`config.mk`:
```
export PLATFORM = sky130hd
export DESIGN_NAME = ddr3_cmd_sequencer
export DESIGN_NICKNAME = d
export VERILOG_FILES = /design/src/rtl/ddr3_ctrl_pkg.sv /design/src/rtl/ddr3_refresh_timer.sv /design/src/rtl/ddr3_cmd_sequencer.sv
export SDC_FILE = /design/constraint.sdc
export NUM_CORES = 1
export LEC_CHECK = 0
export CORE_UTILIZATION = 45
export CTS_CLUSTER_SIZE = 14
export DETAILED_ROUTE_END_ITERATION = 10
export GPL_TIMING_DRIVEN = 0
export PLACE_DENSITY = 0.79
export SETUP_SLACK_MARGIN = 0.4
export SLEW_MARGIN = 20
export SYNTH_ARGS = -nofsm -noshare
export SYNTH_HDL_FRONTEND = slang
export SYNTH_SLANG_ARGS = --single-unit
```
`constraint.sdc`:
```
create_clock -name clk -period 4.21 [get_ports clk]
set_clock_uncertainty 0.05 [all_clocks]
set_input_delay 0.842 -clock clk [delete_from_list [all_inputs] [get_ports clk]]
set_output_delay 0.842 -clock clk [all_outputs]
set_load 0.1 [all_outputs]
```
`src/rtl/ddr3_ctrl_pkg.sv`:
```
// Shared DDR3 command encodings, sequencer states and default timing.
// Also used by the DDR3 device model.
package ddr3_ctrl_pkg;

    // {cs_n, ras_n, cas_n, we_n}; DES is the idle value of the pins while in reset
    typedef enum logic [3:0] {
        CMD_DES = 4'b1111,
        CMD_NOP = 4'b0111,
        CMD_ACT = 4'b0011,
        CMD_RD  = 4'b0101,
        CMD_WR  = 4'b0100,
        CMD_PRE = 4'b0010,
        CMD_REF = 4'b0001
    } cmd_e;

    typedef enum logic [3:0] {
        S_IDLE,
        S_ACT,
        S_WAIT_RCD,
        S_RW,
        S_WAIT_DATA,
        S_WAIT_PRE,
        S_PRE,
        S_WAIT_RP,
        S_REF,
        S_WAIT_RFC
    } state_e;

    localparam int DEF_ROW_W  = 14;
    localparam int DEF_COL_W  = 10;
    localparam int DEF_BA_W   = 3;
    localparam int DEF_T_RCD  = 6;
    localparam int DEF_T_RAS  = 15;
    localparam int DEF_T_RP   = 6;
    localparam int DEF_T_CL   = 6;
    localparam int DEF_T_CWL  = 5;
    localparam int DEF_T_WR   = 6;
    localparam int DEF_T_REFI = 780;
    localparam int DEF_T_RFC  = 44;

    localparam int A10_BIT = 10;
    localparam int A12_BIT = 12;

    function automatic int imax(input int a, input int b);
        return (a > b) ? a : b;
    endfunction

endpackage

```
`src/rtl/ddr3_refresh_timer.sv`:
```
// Free-running refresh interval counter with a single-entry pending flag.
module ddr3_refresh_timer
    import ddr3_ctrl_pkg::*;
#(
    parameter int T_REFI = DEF_T_REFI
) (
    input  logic clk,
    input  logic rst_n,
    input  logic ref_ack,
    output logic ref_pending,
    output logic ref_wrap
);

    localparam int CW = $clog2(T_REFI) + 1;
    localparam logic [CW-1:0] LAST = CW'(T_REFI - 1);

    logic [CW-1:0] r_cnt;
    logic          r_pend;

    assign ref_wrap    = (r_cnt == LAST);
    assign ref_pending = r_pend;

    // ack wins over a coincident wrap: at most one refresh is ever owed
    always_ff @(posedge clk or negedge rst_n) begin
        if (!rst_n) begin
            r_cnt  <= '0;
            r_pend <= 1'b0;
        end else begin
            r_cnt <= ref_wrap ? '0 : r_cnt + 1'b1;
            if (ref_ack) begin
                r_pend <= 1'b0;
            end else if (ref_wrap) begin
                r_pend <= 1'b1;
            end
        end
    end

endmodule

```
`src/rtl/ddr3_cmd_sequencer.sv`:
```
// Closed-page DDR3 command sequencer: ACT, BL8 RD/WR, PRE and periodic REF.
// Command pins are registered from the state being entered.
module ddr3_cmd_sequencer
    import ddr3_ctrl_pkg::*;
#(
    parameter int ROW_W  = DEF_ROW_W,
    parameter int COL_W  = DEF_COL_W,
    parameter int BA_W   = DEF_BA_W,
    parameter int T_RCD  = DEF_T_RCD,
    parameter int T_RAS  = DEF_T_RAS,
    parameter int T_RP   = DEF_T_RP,
    parameter int T_CL   = DEF_T_CL,
    parameter int T_CWL  = DEF_T_CWL,
    parameter int T_WR   = DEF_T_WR,
    parameter int T_REFI = DEF_T_REFI,
    parameter int T_RFC  = DEF_T_RFC
) (
    input  logic             clk,
    input  logic             rst_n,
    input  logic             req_valid,
    output logic             req_ready,
    input  logic             req_we,
    input  logic [BA_W-1:0]  req_ba,
    input  logic [ROW_W-1:0] req_row,
    input  logic [COL_W-1:0] req_col,
    output logic             done,
    output logic             done_we,
    output logic             cs_n,
    output logic             ras_n,
    output logic             cas_n,
    output logic             we_n,
    output logic [BA_W-1:0]  ba,
    output logic [ROW_W-1:0] addr,
    output logic             busy
);

    // Data window and PRE offsets, both measured from the RD/WR cycle
    localparam int D_RD  = T_CL + 4;
    localparam int D_WR  = T_CWL + 4;
    localparam int P_RD  = imax(T_RAS - T_RCD, D_RD);
    localparam int P_WR  = imax(T_RAS - T_RCD, D_WR + T_WR);
    localparam int T_MAX = imax(imax(imax(T_RCD, T_RAS), imax(T_RP, T_RFC)),
                                imax(P_RD, P_WR));
    localparam int CNT_W = $clog2(T_MAX) + 1;

    // A wait state of k cycles loads k-1 and leaves when the counter is 0
    localparam logic [CNT_W-1:0] LD_RCD = CNT_W'(T_RCD - 2);
    localparam logic [CNT_W-1:0] LD_DRD = CNT_W'(D_RD - 2);
    localparam logic [CNT_W-1:0] LD_DWR = CNT_W'(D_WR - 2);
    localparam logic [CNT_W-1:0] LD_GRD = CNT_W'(imax(P_RD - D_RD - 1, 0));
    localparam logic [CNT_W-1:0] LD_GWR = CNT_W'(imax(P_WR - D_WR - 1, 0));
    localparam logic [CNT_W-1:0] LD_RP  = CNT_W'(T_RP - 2);
    localparam logic [CNT_W-1:0] LD_RFC = CNT_W'(T_RFC - 2);
    localparam bit GAP_RD = (P_RD > D_RD);
    localparam bit GAP_WR = (P_WR > D_WR);

    state_e           r_state;
    state_e           w_nxt;
    logic [CNT_W-1:0] r_cnt;
    logic             w_ld;
    logic [CNT_W-1:0] w_ld_val;
    logic             w_cnt_z;
    cmd_e             r_cmd;
    cmd_e             w_cmd;
    logic [BA_W-1:0]  r_ba;
    logic [BA_W-1:0]  w_ba;
    logic [ROW_W-1:0] r_addr;
    logic [ROW_W-1:0] w_addr;
    logic             r_ready;
    logic             r_done;
    logic             r_done_we;
    logic             w_done;
    logic             r_we;
    logic [BA_W-1:0]  r_bank;
    logic [COL_W-1:0] r_col;
    logic             w_cap;
    logic             w_ack;
    logic             w_pend;
    logic             w_wrap;
    logic             w_pend_nxt;
    logic             w_gap;

    ddr3_refresh_timer #(
        .T_REFI(T_REFI)
    ) u_ref (
        .clk        (clk),
        .rst_n      (rst_n),
        .ref_ack    (w_ack),
        .ref_pending(w_pend),
        .ref_wrap   (w_wrap)
    );

    assign w_cnt_z    = (r_cnt == '0);
    assign w_gap      = r_we ? GAP_WR : GAP_RD;
    assign w_pend_nxt = w_ack ? 1'b0 : (w_pend | w_wrap);

    always_comb begin
        w_nxt    = r_state;
        w_cmd    = CMD_NOP;
        w_ba     = r_ba;
        w_addr   = r_addr;
        w_ld     = 1'b0;
        w_ld_val = '0;
        w_ack    = 1'b0;
        w_cap    = 1'b0;
        w_done   = 1'b0;
        unique case (r_state)
            S_IDLE: begin
                if (w_pend) begin
                    w_nxt = S_REF;
                    w_cmd = CMD_REF;
                    w_ack = 1'b1;
                end else if (req_valid && r_ready) begin
                    w_nxt  = S_ACT;
                    w_cmd  = CMD_ACT;
                    w_ba   = req_ba;
                    w_addr = req_row;
                    w_cap  = 1'b1;
                end
            end
            S_ACT: begin
                w_nxt    = S_WAIT_RCD;
                w_ld     = 1'b1;
                w_ld_val = LD_RCD;
            end
            S_WAIT_RCD: begin
                if (w_cnt_z) begin
                    w_nxt           = S_RW;
                    w_cmd           = r_we ? CMD_WR : CMD_RD;
                    w_ba            = r_bank;
                    w_addr          = ROW_W'(r_col);
                    w_addr[A10_BIT] = 1'b0;
                    w_addr[A12_BIT] = 1'b1;
                end
            end
            S_RW: begin
                w_nxt    = S_WAIT_DATA;
                w_ld     = 1'b1;
                w_ld_val = r_we ? LD_DWR : LD_DRD;
            end
            S_WAIT_DATA: begin
                if (w_cnt_z) begin
                    w_done = 1'b1;
                    if (w_gap) begin
                        w_nxt    = S_WAIT_PRE;
                        w_ld     = 1'b1;
                        w_ld_val = r_we ? LD_GWR : LD_GRD;
                    end else begin
                        w_nxt           = S_PRE;
                        w_cmd           = CMD_PRE;
                        w_ba            = r_bank;
                        w_addr[A10_BIT] = 1'b0;
                    end
                end
            end
            S_WAIT_PRE: begin
                if (w_cnt_z) begin
                    w_nxt           = S_PRE;
                    w_cmd           = CMD_PRE;
                    w_ba            = r_bank;
                    w_addr[A10_BIT] = 1'b0;
                end
            end
            S_PRE: begin
                w_nxt    = S_WAIT_RP;
                w_ld     = 1'b1;
                w_ld_val = LD_RP;
            end
            S_WAIT_RP: begin
                if (w_cnt_z) begin
                    w_nxt = S_IDLE;
                end
            end
            S_REF: begin
                w_nxt    = S_WAIT_RFC;
                w_ld     = 1'b1;
                w_ld_val = LD_RFC;
            end
            S_WAIT_RFC: begin
                if (w_cnt_z) begin
                    w_nxt = S_IDLE;
                end
            end
            default: begin
                w_nxt = S_IDLE;
            end
        endcase
    end

    always_ff @(posedge clk or negedge rst_n) begin
        if (!rst_n) begin
            r_state <= S_IDLE;
            r_cnt   <= '0;
        end else begin
            r_state <= w_nxt;
            if (w_ld) begin
                r_cnt <= w_ld_val;
            end else if (!w_cnt_z) begin
                r_cnt <= r_cnt - 1'b1;
            end
        end
    end

    always_ff @(posedge clk or negedge rst_n) begin
        if (!rst_n) begin
            r_we   <= 1'b0;
            r_bank <= '0;
            r_col  <= '0;
        end else if (w_cap) begin
            r_we   <= req_we;
            r_bank <= req_ba;
            r_col  <= req_col;
        end
    end

    // Ready looks one cycle ahead so a refresh owed on IDLE entry blocks it
    always_ff @(posedge clk or negedge rst_n) begin
        if (!rst_n) begin
            r_cmd     <= CMD_DES;
            r_ba      <= '0;
            r_addr    <= '0;
            r_ready   <= 1'b0;
            r_done    <= 1'b0;
            r_done_we <= 1'b0;
        end else begin
            r_cmd     <= w_cmd;
            r_ba      <= w_ba;
            r_addr    <= w_addr;
            r_ready   <= (w_nxt == S_IDLE) && !w_pend_nxt;
            r_done    <= w_done;
            r_done_we <= w_done & r_we;
        end
    end

    assign {cs_n, ras_n, cas_n, we_n} = r_cmd;
    assign ba        = r_ba;
    assign addr      = r_addr;
    assign req_ready = r_ready;
    assign done      = r_done;
    assign done_we   = r_done_we;
    assign busy      = (r_state != S_IDLE);

endmodule

```
; ---- After elaboration in Yosys (flattened, before gate mapping)
; Cells that the tools add are included.
[op_classes]
addsub = 2
eq_ne = 18
n_mux = 53
bitwise = 2
n_reduce_logical = 18
[ops]
columns = operator, n
row1 = $mux 14, 3
row2 = $mux 3, 13
row3 = $pmux 4 s9, 1
row4 = $mux 4, 7
row5 = $pmux 6 s4, 1
row6 = $pmux 10 s2, 1
row7 = $mux 1, 17
row8 = $eq 4x3->1 const B, 4
row9 = $mux 7, 2
row10 = $ne 2x2->1 const B, 7
row11 = $pmux 3 s4, 1
row12 = $add 11x1->11 const B, 1
row13 = $eq 11x10->1 const B, 1
row14 = $mux 11, 1
row15 = $pmux 3 s3, 1
row16 = $eq 4x2->1 const B, 2
row17 = $eq 4x4->1 const B, 2
row18 = $logic_not 4->1, 2
row19 = $reduce_bool 4->1, 2
row20 = $logic_not 7->1, 1
row21 = $reduce_and 7->1, 1
row22 = $sub 7x1->7 const B, 1
row23 = $pmux 3 s2, 1
row24 = $reduce_and 6->1, 1
row25 = other kinds (14), 19
[word_totals]
ff_bits = 61
output_inout_bits = 25
wordCells = 107

; ---- Longest topological paths before layout
; Gate-level depths: netlist (run 1).
[logic_depth]
depth_word = 6
ltp_mapped = 10
ltp_nobuf = 7

; ---- Modules after synthesis
; A second synthesis (run 1) with hierarchy kept.
[unflattened]
hier_cells = 312
area_unflattened_um2 = 2959.1
[modules_own_cells]
columns = mod, n_inst, cells_each, area_each_um2, seq_area_each_um2
row1 = ddr3_cmd_sequencer, 1, 265, 2422.3, 1231.2
row2 = ddr3_refresh_timer, 1, 47, 536.8, 300.3

; ---- Worst setup path before layout (run 1)
; OpenSTA, ideal clock, no wires.
[synth_timing]
path_type = register to register
startpoint = register r_state[0]
endpoint = register r_bank[0]
t_arrival_ps = 2611
required_time_ps = 4035
path_slack_ps = 1425
path_stages_with_launch = 7
synth_period_minus_slack_ps = 2785
path_cell_list = dfrtp_1 -> buf_2 -> nor2_1 -> nand2_1 -> nor2_2 -> buf_4 -> mux2_2
[synth_between]
elab_chain_len = 2
[synth_lines]
columns = element, line
row1 = start: declaration, ddr3_cmd_sequencer.sv:57  ; state_e r_state;
row2 = start signal: assignment, ddr3_cmd_sequencer.sv:195  ; r_state <= w_nxt;
row3 = $logic_not 4->1, ddr3_cmd_sequencer.sv:107  ; unique case (r_state)
row4 = $mux 1, ddr3_cmd_sequencer.sv:107
row5 = end signal: assignment, ddr3_cmd_sequencer.sv:211  ; r_bank <= req_ba;
row6 = end: declaration, ddr3_cmd_sequencer.sv:74  ; logic [BA_W-1:0] r_bank;
; Every way passes these cells.
; A chain may end at the register's enable or synchronous reset.

; ---- Worst setup path after layout (run 1)
[layout_timing]
startpoint = register r_state[0]
endpoint = output port busy
[layout_between]
elab_chain_len = 1
[layout_lines]
columns = element, line
row1 = $reduce_bool 4->1, ddr3_cmd_sequencer.sv:241  ; assign busy = (r_state != S_IDLE);
row2 = end: declaration, ddr3_cmd_sequencer.sv:34  ; output logic busy
; Every way passes these cells.

==> impl_metrics.csv, run 1 <==
group,metric,value,unit
timing,final_period_minus_worst_setup_slack,3.56,ns
worst_setup_path,crit_required,3.32,ns
finish,fin_area,0.00383,mm2
placed_design,post-place-ws,1.05,ns
clock_network,cts_tree,"done",
clock_network,cts-root-to-sink-buffers,2,
clock_network,clk_pin_slew_worst_paths,0.07,ns
die,floorplan.initialDensity,0.464,
min_path,min_path_type,"in2async",
clock_network,cts_max_level,3,
status,run_status,"finished, final reports clean",
route,drt_drc_violations_left,0,
timing,worst_slew_pin_slew,0.995,ns
synth,async_reset_ff_frac,1.00,
global_routing,grt_first_pass_wirelength,10.1,mm
clock_network,postCtsSetupRepairBufs,0,
finish,final_net_count,368,
route,drt-vias-per-instance,5.44,
timing,fmax,281,MHz
route,drt-total-wl,6.61,mm
clock_network,worstSkewPairLatency,0.34,ns
synth,synth_sequential_area_ratio,0.523,
finish,drive_above_1_share,0.179,
synth,synth.largest_area_cell,"sky130_fd_sc_hd__dfrtp_1",
route,antenna_left,0,
worst_setup_path,timing.rr.start,"r_state[0]",
power,power-per-cell-area,818,mW/mm2
worst_setup_path,critical_path.max_fanout,10,
timing,finalHoldViolCount,0,
power,power,3.13,mW
finish,final_core_utilization,0.607,
synth,synth_seq_cells,61,
clock_network,number_of_buffers_created_by_cts,9,
power,power.share.sequential,0.285,
worst_setup_path,path_class,"reg2out",
die,top_level_ports,56,
synth,syn-instance-count,268,
die,total_die_area,0.00684,mm2
synth,yosysWarnings,0,
synth,synth_area_leaders,"sky130_fd_sc_hd__dfrtp_1 (49%), sky130_fd_sc_hd__mux2_2 (8.1%), sky130_fd_sc_hd__nor2_1 (4.5%), sky130_fd_sc_hd__mux2i_1 (4.1%), sky130_fd_sc_hd__dfstp_2 (3.6%)",
clock_network,post_cts.resized_instances,0,
synth,synth_cell_type_count,57,
power,combPwrFrac,0.522,
timing,finalMaxSlewViolations,0,
worst_setup_path,arrival,2.67,ns
route,dr_wl_cell,15.8,um
placed_design,numPortBuffers,55,
timing,setup_tns,0,ns
die,die_width,82.7,um
power,net_switching_power,1.50,mW
worst_setup_path,r2r_end,"r_col[9]",
synth,netlist.area_leader.share,0.487,
global_routing,grt_max_degree,59,
placed_design,detailed_place.area,0.00360,mm2
clock_network,root_buffer,"sky130_fd_sc_hd__clkbuf_8",
timing,timing.max_slew.rel_slack,0.335,
job,cap_viol_max_count,0,
worst_setup_path,timing.critical_path.to,"busy",
power,power.static_leakage,1.67,nW
finish,layout-area-overhead-vs-synth,30.8,%
power,switching_share,0.479,
synth,number_of_synthesized_flops_with_an_enable_pin,0,
route,drt-initial-drc-count,257,
placed_design,place_hpwl,4.64,mm
placed_design,routabilityCongestion,0.845,
worst_setup_path,crit_path_start,"r_state[0]",
global_routing,grt.overflow.total,0,
global_routing,global_route.usage.total,0.201,
power,cell_internal_pwr,1.63,mW
worst_setup_path,ff2ff_path_depth,6,
worst_setup_path,worst_case_register_to_register_setup_slack,1.64,ns
route,routed-via-count,2269,
finish,number_of_antenna_diodes,0,
finish,fillCellCount,512,
global_routing,antenna_found_initial,0,
timing,timing.final.setup_violations,0,
timing,setup_repair_after_global_routing_missed_its_margin,"false",
die,core_area,0.00631,mm2
synth,netlist_area,0.00293,mm2
finish,final_common_cell,"sky130_fd_sc_hd__dfrtp_1",
synth,synth.net_count,301,
global_routing,first_global_vias,2096,
die,fp.dieH,82.7,um
clock_network,clock-sinks,61,
clock_network,cts_hold_buf,0,
synth,ys_dominant_reg_cell,"sky130_fd_sc_hd__dfrtp_1",
power,ir_worst_vdd,0.000615,V
worst_setup_path,critical_path.endpoint_type,"output pin",
finish,most-common-layout-cells,"sky130_fd_sc_hd__dfrtp_1 (57), sky130_fd_sc_hd__clkdlybuf4s50_1 (54), sky130_fd_sc_hd__nor2_1 (35), sky130_fd_sc_hd__mux2_2 (21), sky130_fd_sc_hd__a21oi_1 (20)",
timing,finalCritPeriodShare,0.846,
power,clockPowerShare,0.193,
die,fp-row-count,29,
route,drt_first_pass_iters,4,
worst_setup_path,setup.worst_path.start_class,"flop",
synth,syn_area_per_cell,10.9,um2
timing,worst_slack,0.646,ns
## layout make-up
type,instances,area (um2),share of cell area
Tap cell,77,96.3,0.0252
Multi-Input combinational cell,188,1320,0.344
Inverter,5,18.8,0.00490
Buffer,14,62.6,0.0163
Sequential cell,61,1530,0.400
Clock buffer,9,124,0.0323
Clock inverter,7,105,0.0274
Timing Repair Buffer,56,576,0.150
## cell usage after synthesis, types with 2 or more instances
cell and instances:
sky130_fd_sc_hd__mux2i_1 12, sky130_fd_sc_hd__a22o_1 3, sky130_fd_sc_hd__mux2_2 21, sky130_fd_sc_hd__buf_2 5, sky130_fd_sc_hd__nand4_1 3, sky130_fd_sc_hd__nor3b_1 2, sky130_fd_sc_hd__and3_1 2, sky130_fd_sc_hd__nor2b_1 7
sky130_fd_sc_hd__and2_1 2, sky130_fd_sc_hd__nand3_1 5, sky130_fd_sc_hd__a21oi_1 20, sky130_fd_sc_hd__nor2_1 35, sky130_fd_sc_hd__or3_1 3, sky130_fd_sc_hd__xnor2_1 8, sky130_fd_sc_hd__o211ai_1 2, sky130_fd_sc_hd__a22oi_1 2
sky130_fd_sc_hd__xor2_1 5, sky130_fd_sc_hd__o21ai_0 5, sky130_fd_sc_hd__ha_1 2, sky130_fd_sc_hd__or4_1 2, sky130_fd_sc_hd__nor3_1 2, sky130_fd_sc_hd__clkbuf_1 7, sky130_fd_sc_hd__dfrtp_1 57, sky130_fd_sc_hd__inv_1 5
sky130_fd_sc_hd__nand2_1 13, sky130_fd_sc_hd__o21bai_1 2, sky130_fd_sc_hd__dfstp_2 4, sky130_fd_sc_hd__nand2b_1 2, sky130_fd_sc_hd__nand3b_1 2
## metrics by stage
stage	hold WS [ns]	instances
floorplan	0.383	268
global placement	0.403	400
detailed placement	0.411	401
CTS	0.232	417
global route	0.231	417
finish	0.243	417
## routing by layer
metal	global-route usage	routed length, um	part of all wire	up-vias
li1	-	-	-	1076
met1	0.256	2830	0.43	1102
met2	0.318	3330	0.50	78
met3	0.0604	339	0.051	13
met4	0.0810	116	0.018	0
met5	0	0	0	-
## logic make-up after synthesis
logic type,after synthesis,synth area share
simple gates,90,0.159
mux,33,0.122
buf+inv,19,0.0278
fa+ha+maj,2,0.00854
compound gates,49,0.120
flops,61,0.523
xor+xnor,13,0.0389
other cells,1,0.00128
## power groups by stage
stage | combinational, mW | sequential (mW) | clock, mW
finish | 1.64 | 0.892 | 0.604
global route | 1.72 | 0.919 | 0.641
CTS | 1.63 | 0.893 | 0.617
detailed placement | 1.62 | 0.902 | 0
global placement | 1.59 | 0.890 | 0
floorplan | 0.609 | 1.52 | 0
## critical path, stage by stage (launching register included)
cell and delay [ns]:
sky130_fd_sc_hd__dfrtp_1 0.37, sky130_fd_sc_hd__buf_2 0.19, sky130_fd_sc_hd__nor2_1 0.50, sky130_fd_sc_hd__nand2_1 0.22, sky130_fd_sc_hd__clkdlybuf4s50_1 1.04
## worst min path at each step
| stage | cells past startpoint | slack, ns | to | from |
|---|---|---|---|---|
| 2_1_floorplan | 1 | 0.38 | u_ref.r_cnt[0] | u_ref.r_cnt[0] |
| 3_3_place_gp | 1 | 0.40 | u_ref.r_cnt[0] | u_ref.r_cnt[0] |
| 3_5_place_dp | 1 | 0.41 | u_ref.r_cnt[10] | u_ref.r_cnt[10] |
| 4_1_cts | 1 | 0.23 | addr[5] | rst_n |
| 5_1_grt | 1 | 0.23 | addr[5] | rst_n |
| 6_report | 1 | 0.24 | r_col[5] | rst_n |
## sequential cells by signal (all words and copies together), names as in the netlist, 3 cells and up
signal	cells
r_state	4
r_cnt	7
r_cmd	4
r_bank	3
addr	14
u_ref.r_cnt	11
r_col	10
ba	3
No activity file was read; power rests on OpenSTA's default activity.
==> inputs of run 2 (changes only) <==
--- a/config.mk
+++ b/config.mk
@@ -9,7 +9,7 @@
 export CTS_CLUSTER_SIZE = 14
 export DETAILED_ROUTE_END_ITERATION = 10
 export GPL_TIMING_DRIVEN = 0
-export PLACE_DENSITY = 0.79
+export PLACE_DENSITY = 0.81
 export SETUP_SLACK_MARGIN = 0.4
 export SLEW_MARGIN = 20
 export SYNTH_ARGS = -nofsm -noshare
==> constraint.sdc (replaced) <==
create_clock -name clk -period 3.04 [get_ports clk]
set_clock_uncertainty 0.05 [all_clocks]
set_input_delay 0.608 -clock clk [delete_from_list [all_inputs] [get_ports clk]]
set_output_delay 0.608 -clock clk [all_outputs]
set_load 0.1 [all_outputs]
==> impl_metrics.csv, run 2 (same netlist as run 1, synthesis figures left out) <==
group,metric,value,unit
die,fp.dieH,82.7,um
clock_network,clk_pin_slew_worst_paths,0.07,ns
worst_setup_path,slowest_stage,"sky130_fd_sc_hd__clkdlybuf4s50_1",
finish,final_net_count,368,
global_routing,grt_max_degree,48,
die,core_area,0.00631,mm2
clock_network,postCtsSetupRepairBufs,0,
die,floorplan.initialDensity,0.464,
global_routing,global_route.usage.total,0.201,
route,drt_first_pass_iters,4,
finish,number_of_antenna_diodes,0,
route,routed-via-count,2293,
route,drt-total-wl,6.47,mm
global_routing,grt_util_met3,0.0758,
power,clockPowerShare,0.180,
worst_setup_path,path_class,"reg2out",
finish,final_common_cell,"sky130_fd_sc_hd__dfrtp_1",
worst_setup_path,critical_path.endpoint_type,"output pin",
finish,most-common-layout-cells,"sky130_fd_sc_hd__dfrtp_1 (57), sky130_fd_sc_hd__clkdlybuf4s50_1 (49), sky130_fd_sc_hd__nor2_1 (34), sky130_fd_sc_hd__mux2_2 (21), sky130_fd_sc_hd__a21oi_1 (20)",
clock_network,root_buffer,"sky130_fd_sc_hd__clkbuf_8",
timing,setup_tns,0,ns
route,antenna_left,0,
global_routing,antenna_found_initial,0,
clock_network,cts-root-to-sink-buffers,2,
worst_setup_path,crit_chain,"clkdlybuf4s50_1",
placed_design,routabilityCongestion,0.838,
timing,timing.max_slew.rel_slack,0.336,
power,net_switching_power,2.02,mW
route,drt-vias-per-instance,5.50,
status,run_status,"finished, final reports clean",
timing,finalHoldViolCount,0,
clock_network,worstSkewPairLatency,0.34,ns
global_routing,grt.overflow.total,0,
worst_setup_path,setup.worst_path.start_class,"flop",
power,power,4.26,mW
global_routing,busiest_layer_in_global_routing,"met2",
power,ir_worst_vdd,0.000845,V
global_routing,grt_first_pass_wirelength,10.1,mm
die,fp-row-count,29,
finish,layout-area-overhead-vs-synth,30.2,%
power,power-per-cell-area,1120,mW/mm2
timing,final_period_minus_worst_setup_slack,2.53,ns
route,drt-initial-drc-count,163,
worst_setup_path,arrival,1.87,ns
die,total_die_area,0.00684,mm2
power,power.share.sequential,0.290,
timing,timing.final.setup_violations,0,
clock_network,number_of_buffers_created_by_cts,9,
timing,finalCritPeriodShare,0.832,
route,dr_wl_cell,15.5,um
worst_setup_path,worst-path-buf-inv,1,
route,drt_drc_violations_left,0,
global_routing,first_global_vias,2149,
job,cap_viol_max_count,0,
placed_design,numPortBuffers,55,
placed_design,place_hpwl,4.68,mm
worst_setup_path,cpPeakStageDelay,1.16,ns
power,power.static_leakage,1.66,nW
finish,drive_above_1_share,0.182,
clock_network,cts_max_level,3,
global_routing,met1_usage,0.249,
power,switching_share,0.473,
power,combPwrFrac,0.530,
worst_setup_path,worst_path_dominant_cell_family,"buffers and inverters",
clock_network,cts_tree,"done",
placed_design,post-place-ws,0.145,ns
worst_setup_path,crit_required,2.38,ns
timing,fmax,396,MHz
global_routing,gr-usage-met2,0.324,
power,cell_internal_pwr,2.25,mW
timing,finalMaxSlewViolations,0,
timing,worst_slack,0.512,ns
worst_setup_path,critical_path.max_fanout,3,
clock_network,clock-sinks,61,
timing,worst_slew_pin_slew,0.993,ns
finish,largest_reg_flops,14,
die,top_level_ports,56,
die,die_width,82.7,um
min_path,min_path_type,"in2async",
finish,final_core_utilization,0.604,
timing,setup_repair_after_global_routing_missed_its_margin,"false",
## run 2: cell types whose count changed in the layout (fill, tap and decap cells not counted)
cell | before | now
sky130_fd_sc_hd__clkdlybuf4s50_1 | 54 | 49
sky130_fd_sc_hd__clkbuf_1 | 7 | 10
sky130_fd_sc_hd__dlygate4sd2_1 | 0 | 3
sky130_fd_sc_hd__inv_6 | 3 | 0
sky130_fd_sc_hd__buf_2 | 5 | 6
sky130_fd_sc_hd__clkinv_2 | 0 | 1
sky130_fd_sc_hd__dlymetal6s2s_1 | 0 | 1
sky130_fd_sc_hd__inv_8 | 1 | 0
sky130_fd_sc_hd__nand2_1 | 13 | 12
sky130_fd_sc_hd__nand2_2 | 0 | 1
sky130_fd_sc_hd__nor2_1 | 35 | 34
sky130_fd_sc_hd__nor2_2 | 1 | 2
sky130_fd_sc_hd__nor4_1 | 1 | 0
sky130_fd_sc_hd__nor4_2 | 1 | 2
## run 2: worst paths after layout
path / depth (start not counted) / end / slack [ns] / start
worst max-delay path: 1 / req_ready / 0.51 / req_ready
worst min-delay path: 1 / r_cnt[5] / 0.07 / rst_n
worst max register to register: 9 / ba[2] / 0.54 / r_cnt[0]
worst min register to register: 1 / u_ref.r_cnt[0] / 0.41 / u_ref.r_cnt[0]
max in group asynchronous: 2 / r_cmd[3] / 2.33 / rst_n
min in group clk: 1 / u_ref.r_cnt[0] / 0.41 / u_ref.r_cnt[0]
## run 2: area by class of cell
class / instances / area (um2)
Fill cell: 524 / 2500
Sequential cell: 61 / 1530
Multi-Input combinational cell: 188 / 1330
Timing Repair Buffer: 56 / 569
Clock buffer: 12 / 135
Tap cell: 77 / 96.3
Clock inverter: 4 / 72.6
Buffer: 14 / 62.6
Inverter: 5 / 18.8
## run 2: per-stage QoR
step / cells / hold WS [ns] / area, um2
finish: 417 / 0.0716 / 3810
global route: 417 / 0.0700 / 3810
CTS: 417 / 0.0668 / 3810
detailed placement: 401 / 0.403 / 3600
global placement: 400 / 0.399 / 3580
floorplan: 268 / 0.262 / 2930
## run 2: metal layers
layer  share of wire  vias up
li1                -     1081
met1            0.42     1128
met2            0.52       73
met3           0.053       11
met4           0.016        0
met5               0        -
## run 2: power groups by stage
stage / Sequential [mW] / Clock [mW] / Combinational [mW]
2_1_floorplan: 2.10 / 0 / 0.846
3_3_place_gp: 1.23 / 0 / 2.21
3_5_place_dp: 1.25 / 0 / 2.24
4_1_cts: 1.24 / 0.783 / 2.25
5_1_grt: 1.26 / 0.821 / 2.39
6_report: 1.24 / 0.768 / 2.26
## run 2: what timing repair did
action / 4_1_cts / 5_1_grt
hold buffers: 0 / 0
endpoints found under the setup margin: 4 / 3
gates resized for setup: 7 / 4
==> inputs of run 3 (changes only) <==
--- a/config.mk
+++ b/config.mk
@@ -9,7 +9,7 @@
 export CTS_CLUSTER_SIZE = 14
 export DETAILED_ROUTE_END_ITERATION = 10
 export GPL_TIMING_DRIVEN = 0
-export PLACE_DENSITY = 0.81
+export PLACE_DENSITY = 0.79
 export SETUP_SLACK_MARGIN = 0.4
 export SLEW_MARGIN = 20
 export SYNTH_ARGS = -nofsm -noshare
==> constraint.sdc (replaced) <==
create_clock -name clk -period 2.6 [get_ports clk]
set_clock_uncertainty 0.05 [all_clocks]
set_input_delay 0.52 -clock clk [delete_from_list [all_inputs] [get_ports clk]]
set_output_delay 0.52 -clock clk [all_outputs]
set_load 0.1 [all_outputs]
==> impl_metrics.csv, run 3 (same netlist as run 1, synthesis figures left out) <==
group,metric,value,unit
power,net_switching_power,2.61,mW
clock_network,cts-root-to-sink-buffers,2,
power,power-per-cell-area,1300,mW/mm2
finish,layout-area-overhead-vs-synth,39.7,%
timing,final_period_minus_worst_setup_slack,2.36,ns
timing,timing.max_slew.rel_slack,0.345,
route,drt-vias-per-instance,5.51,
job,cap_viol_max_count,0,
power,ir_worst_vdd,0.00129,V
finish,most-common-layout-cells,"sky130_fd_sc_hd__dfrtp_1 (56), sky130_fd_sc_hd__clkdlybuf4s50_1 (29), sky130_fd_sc_hd__nor2_1 (26), sky130_fd_sc_hd__mux2_2 (21), sky130_fd_sc_hd__dlygate4sd2_1 (19)",
power,power.static_leakage,1.82,nW
worst_setup_path,worst_case_register_to_register_setup_slack,0.24,ns
timing,finalCritPeriodShare,0.907,
finish,area_taken_by_multi_input_logic_gates,0.00146,mm2
finish,sequential_cell_area,0.00153,mm2
timing,setup_repair_after_global_routing_missed_its_margin,"true",
status,run_status,"finished, final reports clean",
power,combPwrFrac,0.561,
clock_network,clk_pin_slew_worst_paths,0.07,ns
timing,finalHoldViolCount,0,
worst_setup_path,timing.rr.start,"r_cnt[1]",
route,drt_first_pass_iters,4,
worst_setup_path,crit_chain,"inv_1 -> ha_2 -> or3b_1 -> buf_6 -> or4_4 -> o41ai_4 -> buf_6 -> a2bb2oi_2 -> nor2_1",
timing,timing.final.setup_violations,0,
finish,drive_above_1_share,0.301,
finish,final_core_utilization,0.648,
worst_setup_path,critical_path.max_fanout,5,
route,drt-initial-drc-count,212,
power,cell_internal_pwr,2.70,mW
die,die_width,82.7,um
finish,largest_reg_flops,14,
worst_setup_path,r2r_end,"r_cnt[5]",
worst_setup_path,cpPeakStageDelay,0.49,ns
worst_setup_path,crit_required,2.79,ns
placed_design,dp.cells,401,
die,floorplan.initialDensity,0.464,
power,power.share.sequential,0.274,
placed_design,numPortBuffers,55,
placed_design,place_hpwl,4.58,mm
clock_network,cts_tree,"done",
placed_design,routabilityCongestion,0.906,
power,power,5.31,mW
clock_network,number_of_buffers_created_by_cts,9,
route,drt-total-wl,7.24,mm
timing,fmax,424,MHz
clock_network,root_buffer,"sky130_fd_sc_hd__clkbuf_8",
clock_network,cts_max_level,3,
finish,final_cell_count_no_fill,433,
worst_setup_path,critical_path.endpoint_type,"flop",
finish,final_common_cell,"sky130_fd_sc_hd__dfrtp_1",
global_routing,first_global_vias,2181,
die,core_area,0.00631,mm2
timing,worst_slew_pin_slew,0.986,ns
finish,fillCellCount,489,
route,dr_wl_cell,16.7,um
clock_network,worstSkewPairLatency,0.34,ns
finish,number_of_antenna_diodes,0,
die,fp-row-count,29,
min_path,timing.hold.worst_endpoint,"u_ref.r_cnt[10]",
worst_setup_path,critical-path-top-cell-by-count,"sky130_fd_sc_hd__buf_6",
worst_setup_path,path_class,"reg2reg",
worst_setup_path,ff2ff_path_depth,9,
global_routing,grt_first_pass_wirelength,10.3,mm
die,total_die_area,0.00684,mm2
worst_setup_path,slowest_stage,"sky130_fd_sc_hd__or4_4",
global_routing,antenna_found_initial,0,
min_path,hold-path-cell-count,1,
power,switching_share,0.491,
route,antenna_left,0,
power,clockPowerShare,0.165,
min_path,min_path_type,"reg2reg",
route,drt_drc_violations_left,0,
worst_setup_path,setup.worst_path.start_class,"flop",
finish,final_net_count,384,
timing,finalMaxSlewViolations,0,
global_routing,grt_max_degree,48,
min_path,worst_hold_startpoint,"u_ref.r_cnt[10]",
global_routing,global_route.usage.total,0.207,
route,routed-via-count,2387,
die,fp.dieH,82.7,um
clock_network,clock-sinks,61,
worst_setup_path,arrival,2.55,ns
die,top_level_ports,56,
global_routing,grt.overflow.total,0,
==> run 3: cell count changes in the layout (fill, tap and decap cells not counted), moves of 6 or more <==
cell | before | now
sky130_fd_sc_hd__a21oi_1 | 20 | 14
sky130_fd_sc_hd__a21oi_2 | 0 | 6
sky130_fd_sc_hd__buf_4 | 2 | 13
sky130_fd_sc_hd__buf_6 | 0 | 7
sky130_fd_sc_hd__clkdlybuf4s50_1 | 49 | 29
sky130_fd_sc_hd__dlygate4sd2_1 | 3 | 19
sky130_fd_sc_hd__nor2_1 | 34 | 26
==> run 3: metrics by stage <==
stage / instance area, um2 / hold WS (ns) / TNS (ns) / setup slack [ns]
final: 4090 / 0.416 / 0 / 0.241
after global routing: 4090 / 0.452 / 0 / 0.150
after CTS: 3920 / 0.419 / 0 / 0.243
after detailed placement: 3610 / 0.344 / -0.0108 / -0.0108
after global placement: 3590 / 0.402 / -54.67 / -1.15
after floorplan: 2940 / 0.174 / 0 / 0.361
==> run 3: how the worst max path moves through the flow <==
stage               startpoint   endpoint  slack, ns  depth (start not counted)
floorplan             r_cnt[0]   r_cnt[3]       0.36                          8
global placement         rst_n  req_ready      -1.15                          1
detailed placement  r_state[0]       busy      -0.01                          4
CTS                 r_state[0]       busy       0.24                          4
global route          r_cnt[1]   r_cnt[5]       0.15                          9
finish                r_cnt[1]   r_cnt[5]       0.24                          9
==> run 3: metal layers <==
| layer | wire (um) | up-vias | GRT usage |
|---|---|---|---|
| li1 | - | 1110 | - |
| met1 | 2970 | 1197 | 0.260 |
| met2 | 3830 | 64 | 0.333 |
| met3 | 312 | 16 | 0.0615 |
| met4 | 128 | 0 | 0.0845 |
| met5 | 0 | - | 0 |
==> run 3: final cells by class <==
type,count,area share
Buffer,14,0.0245
Clock buffer,9,0.0303
Clock inverter,7,0.0202
Inverter,5,0.00459
Multi-Input combinational cell,188,0.356
Sequential cell,61,0.375
Tap cell,77,0.0235
Timing Repair Buffer,72,0.167
==> run 3: power by group through the flow <==
stage / combinational (mW) / clock, mW / sequential [mW]
after floorplan: 0.996 / 0 / 2.46
final: 2.98 / 0.875 / 1.46
after detailed placement: 2.63 / 0 / 1.46
after global placement: 2.59 / 0 / 1.44
after global routing: 3.14 / 0.933 / 1.49
after CTS: 2.71 / 0.895 / 1.43
==> run 3: worst max-delay path: cells and delay by family (launching register included) <==
kind                       cells  cell delay (ns)
and+or+nand+nor                3             0.90
DFF                            1             0.39
adders and majority gates      1             0.17
AOI/OAI and AO/OA              2             0.38
buffers and inverters          3             0.38
==> run 3: repair_timing <==
item	CTS	global route
setup endpoints to repair	53	28
pin swaps	5	6
endpoints found under the hold margin	11	0
hold buffers	1	0
gates resized for setup	53	36
setup buffers	6	7
cloned	0	2
